--- src/rtl/fifo_ser_tx_pkg.sv ---
// Shared types for the serial byte-link transmitter.
package ser_tx_pkg;

  typedef enum logic [2:0] {IDLE, RD, LATCH, SHIFT, PAR, GAP} ser_tx_state_t;

  localparam int SER_DATA_W_DEF = 8;

endpackage

--- src/rtl/fifo_ser_tx_if.sv ---
// FIFO-read plus serial-link signal bundle for fifo_ser_tx.
// master: the transmitter side; slave: FIFO and receiver side.
import ser_tx_pkg::*;

interface fifo_ser_tx_if #(parameter int DATA_W = SER_DATA_W_DEF);
  logic              fifo_empty;
  logic [DATA_W-1:0] fifo_data;
  logic              fifo_rd;
  logic              serial_data;
  logic              data_ena;
  logic              busy;
  logic              byte_done;

  modport master (
    input  fifo_empty, fifo_data,
    output fifo_rd, serial_data, data_ena, busy, byte_done
  );

  modport slave (
    output fifo_empty, fifo_data,
    input  fifo_rd, serial_data, data_ena, busy, byte_done
  );
endinterface

--- src/rtl/fifo_ser_tx.sv ---
// Parallel-to-serial transmitter: pops one word from a non-showahead FIFO and
// shifts it out LSB first with data_ena marking each frame bit.
// Optional build macro: SER_TX_PARITY_EN appends an even-parity bit per frame.
import ser_tx_pkg::*;

module fifo_ser_tx #(
  parameter int DATA_W     = SER_DATA_W_DEF,
  parameter int GAP_CYCLES = 0
) (
  input  logic            clk_50,
  input  logic            reset_n,
  fifo_ser_tx_if.master   tx
);

  localparam int CNT_W = (DATA_W > 1) ? $clog2(DATA_W) : 1;
  localparam logic [CNT_W-1:0] LAST_BIT = CNT_W'(DATA_W - 1);
  localparam logic [7:0] GAP_LOAD = 8'((GAP_CYCLES > 0) ? GAP_CYCLES - 1 : 0);

  ser_tx_state_t     state, state_nxt;
  logic [DATA_W-1:0] sreg, sreg_nxt;
  logic [CNT_W-1:0]  bit_cnt, bit_cnt_nxt;
  logic [7:0]        gap_cnt, gap_cnt_nxt;
`ifdef SER_TX_PARITY_EN
  logic              parity, parity_nxt;
`endif

  // Where a frame goes once its last bit is out: forced gap, or straight to
  // the next pop when the FIFO still has data.
  ser_tx_state_t post_state, resume_state;

  // State register, shift register and counters.
  always_ff @(posedge clk_50 or negedge reset_n) begin
    if (!reset_n) begin
      state   <= IDLE;
      sreg    <= '0;
      bit_cnt <= '0;
      gap_cnt <= '0;
`ifdef SER_TX_PARITY_EN
      parity  <= 1'b0;
`endif
    end else begin
      state   <= state_nxt;
      sreg    <= sreg_nxt;
      bit_cnt <= bit_cnt_nxt;
      gap_cnt <= gap_cnt_nxt;
`ifdef SER_TX_PARITY_EN
      parity  <= parity_nxt;
`endif
    end
  end

  // Next-state and datapath updates; outputs decode from registered state only.
  always_comb begin
    state_nxt      = state;
    sreg_nxt       = sreg;
    bit_cnt_nxt    = bit_cnt;
    gap_cnt_nxt    = gap_cnt;
`ifdef SER_TX_PARITY_EN
    parity_nxt     = parity;
`endif
    tx.fifo_rd     = 1'b0;
    tx.serial_data = 1'b0;
    tx.data_ena    = 1'b0;
    tx.byte_done   = 1'b0;
    tx.busy        = (state != IDLE);

    resume_state = tx.fifo_empty ? IDLE : RD;
    post_state   = (GAP_CYCLES > 0) ? GAP : resume_state;

    case (state)
      IDLE: begin
        if (!tx.fifo_empty) state_nxt = RD;
      end
      RD: begin
        tx.fifo_rd = 1'b1;
        state_nxt  = LATCH;
      end
      LATCH: begin
        // FIFO data is valid now, one cycle after the pop strobe.
        sreg_nxt    = tx.fifo_data;
        bit_cnt_nxt = '0;
`ifdef SER_TX_PARITY_EN
        parity_nxt  = ^tx.fifo_data;
`endif
        state_nxt   = SHIFT;
      end
      SHIFT: begin
        tx.data_ena    = 1'b1;
        tx.serial_data = sreg[0];
        sreg_nxt       = sreg >> 1;
        if (bit_cnt == LAST_BIT) begin
`ifdef SER_TX_PARITY_EN
          state_nxt    = PAR;
`else
          tx.byte_done = 1'b1;
          state_nxt    = post_state;
          gap_cnt_nxt  = GAP_LOAD;
`endif
        end else begin
          bit_cnt_nxt = bit_cnt + 1'b1;
        end
      end
`ifdef SER_TX_PARITY_EN
      PAR: begin
        tx.data_ena    = 1'b1;
        tx.serial_data = parity;
        tx.byte_done   = 1'b1;
        state_nxt      = post_state;
        gap_cnt_nxt    = GAP_LOAD;
      end
`endif
      GAP: begin
        if (gap_cnt == 8'd0) state_nxt = resume_state;
        else                 gap_cnt_nxt = gap_cnt - 8'd1;
      end
      default: state_nxt = IDLE;
    endcase
  end

endmodule

--- src/flat_wrapper.sv ---
// flat-port wrapper written by rule: the top's interface ports become plain ports
module fifo_ser_tx_flat 
#(
  parameter int DATA_W     = SER_DATA_W_DEF,
  parameter int GAP_CYCLES = 0
)
  (clk_50, reset_n, tx_fifo_empty, tx_fifo_data, tx_fifo_rd, tx_serial_data, tx_data_ena, tx_busy, tx_byte_done);
  fifo_ser_tx_if #(.DATA_W(DATA_W)) tx_i ();
  input  logic clk_50;
  input  logic reset_n;
  input wire logic [$bits(tx_i.fifo_empty)-1:0] tx_fifo_empty;
  input wire logic [$bits(tx_i.fifo_data)-1:0] tx_fifo_data;
  output wire logic [$bits(tx_i.fifo_rd)-1:0] tx_fifo_rd;
  output wire logic [$bits(tx_i.serial_data)-1:0] tx_serial_data;
  output wire logic [$bits(tx_i.data_ena)-1:0] tx_data_ena;
  output wire logic [$bits(tx_i.busy)-1:0] tx_busy;
  output wire logic [$bits(tx_i.byte_done)-1:0] tx_byte_done;
  assign tx_i.fifo_empty = tx_fifo_empty;
  assign tx_i.fifo_data = tx_fifo_data;
  assign tx_fifo_rd = tx_i.fifo_rd;
  assign tx_serial_data = tx_i.serial_data;
  assign tx_data_ena = tx_i.data_ena;
  assign tx_busy = tx_i.busy;
  assign tx_byte_done = tx_i.byte_done;
  fifo_ser_tx #(.DATA_W(DATA_W), .GAP_CYCLES(GAP_CYCLES)) u_core (.clk_50(clk_50), .reset_n(reset_n), .tx(tx_i));
endmodule
--- config.mk ---
export PLATFORM = sky130hd
export DESIGN_NAME = fifo_ser_tx_flat
export DESIGN_NICKNAME = d
export VERILOG_FILES = /design/src/rtl/fifo_ser_tx_pkg.sv /design/src/rtl/fifo_ser_tx_if.sv /design/src/rtl/fifo_ser_tx.sv /design/src/flat_wrapper.sv
export SDC_FILE = /design/constraint.sdc
export NUM_CORES = 1
export LEC_CHECK = 0
export ABC_AREA = 1
export CORE_MARGIN = 2
export CORE_UTILIZATION = 46
export CTS_BUF_LIST = sky130_fd_sc_hd__clkbuf_8
export CTS_CLUSTER_SIZE = 28
export DETAILED_ROUTE_END_ITERATION = 10
export PLACE_DENSITY = 0.84
export SLEW_MARGIN = 0
export SYNTH_ARGS = -nofsm -noshare
export SYNTH_HDL_FRONTEND = slang
export SYNTH_SLANG_ARGS = --single-unit
--- constraint.sdc ---
create_clock -name clk_50 -period 1.5 [get_ports clk_50]
set_input_delay 0.3 -clock clk_50 [delete_from_list [all_inputs] [get_ports clk_50]]
set_output_delay 0.3 -clock clk_50 [all_outputs]
set_load 0.05 [all_outputs]
==> metrics <==
wire length on met2=734 µm; fraction of power spent switching nets=0.4250; Max Used Layer=met4; CP Launch Type=flop; Ant. Diodes=0; largest vdd supply drop=1.393 mV; top-level I/O count=16; initial core utilization=0.4908; standard cell area after detailed placement=968.4 µm²; average routed wire per standard cell=10.98 µm; Synth Register Bits=13; leak pwr=0.5501 nW; total count of max-transition violations in the final report=0; CP bufs+invs=2; number of remaining DRC errors=0; number of H-tree levels=1; endpoint class of the critical path=output pin; number of buffer cells added on primary ports=15; clock network fraction of design power=0.126; HPWL Detailed=1.075 mm; CTS tree=built; area grow syn2layout=49.14%; clock latency at the later pin of the worst-skew pair=0.24 ns; cell-by-cell trace of the critical path=ha_2, ha_4, nand2_4, clkinv_4, buf_12; drt total wl=1.460 mm; initial DRC count=26; detailed-router iteration count before antenna repair=4; Std-Cell Rows=14; worst-path fanout max=2; CP Class=flop to output pin; Placement Setup Slack=0.02170 ns; total clock buffers created by CTS=3; number of failing hold endpoints at the final stage=0; vias after detailed routing=637; horizontal die dimension=43.86 µm; Switching Power=0.9872 mW; combinational group share of total power=0.595; area of the placeable core=1489 µm²; PD cells=2131 nW/µm²; source of the critical timing path=u_core.bit_cnt[0]$_DFFE_PN0P_; final setup margin=-0.05695 ns; Clk Tree Root Cell=sky130_fd_sc_hd__clkbuf_8; worst-case headroom to the max-slew limit=0.8084; weighted congestion reported at the end of routability-driven placement=0.7183; net count after synthesis=108; Max-cap violations=0; final setup violating endpoints=1; pin count of the biggest net entering global routing=14; internal power consumption=1.335 mW; Fmax=642.3 MHz; area of the mapped netlist=730.7 µm²; first-pass GRT wire length=2.366 mm; crit-path max cell delay=0.39 ns; clock transition at the register clock pins on the worst setup and hold paths after CTS=0.05 ns; type of the most critical hold path=primary input to async pin; die area=1923 µm²; final-layout setup total negative slack=-0.05695 ns; GR Util All Layers=0.1732; data arrival time of the critical path=1.26 ns; required arrival time at the worst endpoint=1.20 ns; average size of a mapped cell=8.119 µm²; post-layout instance area=1090 µm²; via count of the first global-routing pass=585; sequential share of power=0.279; largest buffer count on any clock path=2; TritonCTS sink count=13; Final Critical Period=1.557 ns; worst-margin pin slew=0.2872 ns; fraction of layout cells with a size suffix above 1=0.2991; result of the run=finished with violations; number of different library cells in the post-synthesis netlist=15; count of nets left with antenna violations after detail routing=0; Seq/Total Area, Yosys=0.4452; via density per instance=4.789; number of standard cells after synthesis=90; part of the cycle the worst path needs=1.038; unrepaired setup endpoints after global routing=yes; worst-case clock skew=0.001199 ns; synth warn=0; initial antenna violation count=0; Die Y=43.86 µm; layout net count=136; routed length on met1=670 µm; metal3 WL=40 µm; Crit-path slowest cell=sky130_fd_sc_hd__dfrtp_1; GRT overflow=0; Critical R2R Launch=u_core.bit_cnt[0]$_DFFE_PN0P_; failing checks=setup timing; largest delay contributor family on the critical path=flip-flops
[cell usage in the layout (no fill, tap or decap), drive strengths merged]
cell            n
inv             9
ha              7
nor2           10
dfrtp          13
clkinv          1
o21ai           2
a21oi           2
nand3           8
clkdlybuf4s50  10
clkbuf          3
buf            15
nand2          37
[logic make-up after synthesis]
family | after synthesis | share of synthesized area
flip-flops | 13 | 0.4452
AND/OR/NAND/NOR | 55 | 0.3236
adder cells (fa/ha/maj) | 7 | 0.1199
AO/OA/AOI/OAI | 4 | 0.03253
buffers and inverters | 11 | 0.07876
[metrics by stage]
step           power (mW)  cells  hold slack, ns    util
2_1_floorplan       1.459     90        0.004409       -
3_3_place_gp        1.826    124          0.4662  0.6504
3_5_place_dp        1.893    124          0.4730  0.6504
4_1_cts             2.278    130          0.3584  0.7118
5_1_grt             2.493    133          0.3673  0.7319
6_report            2.323    133          0.3624  0.7319
[layout make-up]
| class | instances | area (µm²) |
|---|---|---|
| multi-input combinational | 66 | 382.9 |
| fill | 99 | 399.1 |
| sequential | 13 | 327.8 |
| tap | 16 | 20.02 |
| timing repair buffer | 25 | 275.3 |
| inverter | 9 | 38.79 |
| clock inverter | 1 | 3.754 |
| clock buffer | 3 | 41.29 |
[Yosys cell counts]
master | instances | area (µm²)
sky130_fd_sc_hd__nand2_1 | 36 | 135.1
sky130_fd_sc_hd__clkinv_2 | 1 | 5.000
sky130_fd_sc_hd__ha_1 | 7 | 87.58
sky130_fd_sc_hd__nor2_1 | 7 | 26.28
sky130_fd_sc_hd__o21ai_1 | 2 | 10.01
sky130_fd_sc_hd__dfrtp_1 | 13 | 325.3
sky130_fd_sc_hd__a21oi_1 | 1 | 5.000
sky130_fd_sc_hd__inv_1 | 7 | 26.28
sky130_fd_sc_hd__inv_2 | 1 | 3.750
sky130_fd_sc_hd__nor2_2 | 2 | 12.51
sky130_fd_sc_hd__nand3_1 | 8 | 40.04
sky130_fd_sc_hd__nor2_4 | 1 | 11.26
sky130_fd_sc_hd__buf_6 | 2 | 22.52
sky130_fd_sc_hd__a21oi_2 | 1 | 8.760
sky130_fd_sc_hd__nand2_4 | 1 | 11.26
[power groups by stage]
stage          Combinational, mW  Sequential [mW]  Clock (mW)
6_report                    1.38            0.648       0.292
3_5_place_dp                1.27            0.628           0
2_1_floorplan              0.858            0.601           0
3_3_place_gp                1.21            0.615           0
4_1_cts                     1.34            0.641       0.302
5_1_grt                     1.51            0.665       0.317
[metal layers]
| metal | GRT usage | vias to the layer above |
|---|---|---|
| li1 | - | 330 |
| met1 | 0.2107 | 293 |
| met2 | 0.2765 | 12 |
| met3 | 0.02500 | 2 |
| met4 | 0.1273 | 0 |
| met5 | 0 | - |
[repair_timing]
| item | CTS | global route |
|---|---|---|
| endpoints found under the setup margin | 3 | 4 |
| gates cloned | 0 | 0 |
| pin swaps | 2 | 2 |
| gates resized for setup | 8 | 4 |
| hold buffers | 0 | 0 |
| setup buffers | 2 | 3 |
[registers in the layout, summed over array words and instances (netlist names)]
name            count
u_core.sreg         8
u_core.bit_cnt      3
u_core.state        2
[path summary, 6_finish.rpt]
| path | end | slack, ns | depth (start not counted) |
|---|---|---|---|
| max | tx_byte_done | -0.06 | 5 |
| min | u_core.sreg[7]$_DFFE_PN0P_ | 0.36 | 2 |
| max reg2reg | u_core.bit_cnt[0]$_DFFE_PN0P_ | 0.13 | 7 |
| min reg2reg | u_core.sreg[7]$_DFFE_PN0P_ | 0.48 | 2 |
| max in group asynchronous | u_core.state[1]$_DFFE_PN0P_ | 0.97 | 2 |
| min in group clk_50 | u_core.sreg[7]$_DFFE_PN0P_ | 0.48 | 2 |
No activity file was read; power rests on OpenSTA's default activity.
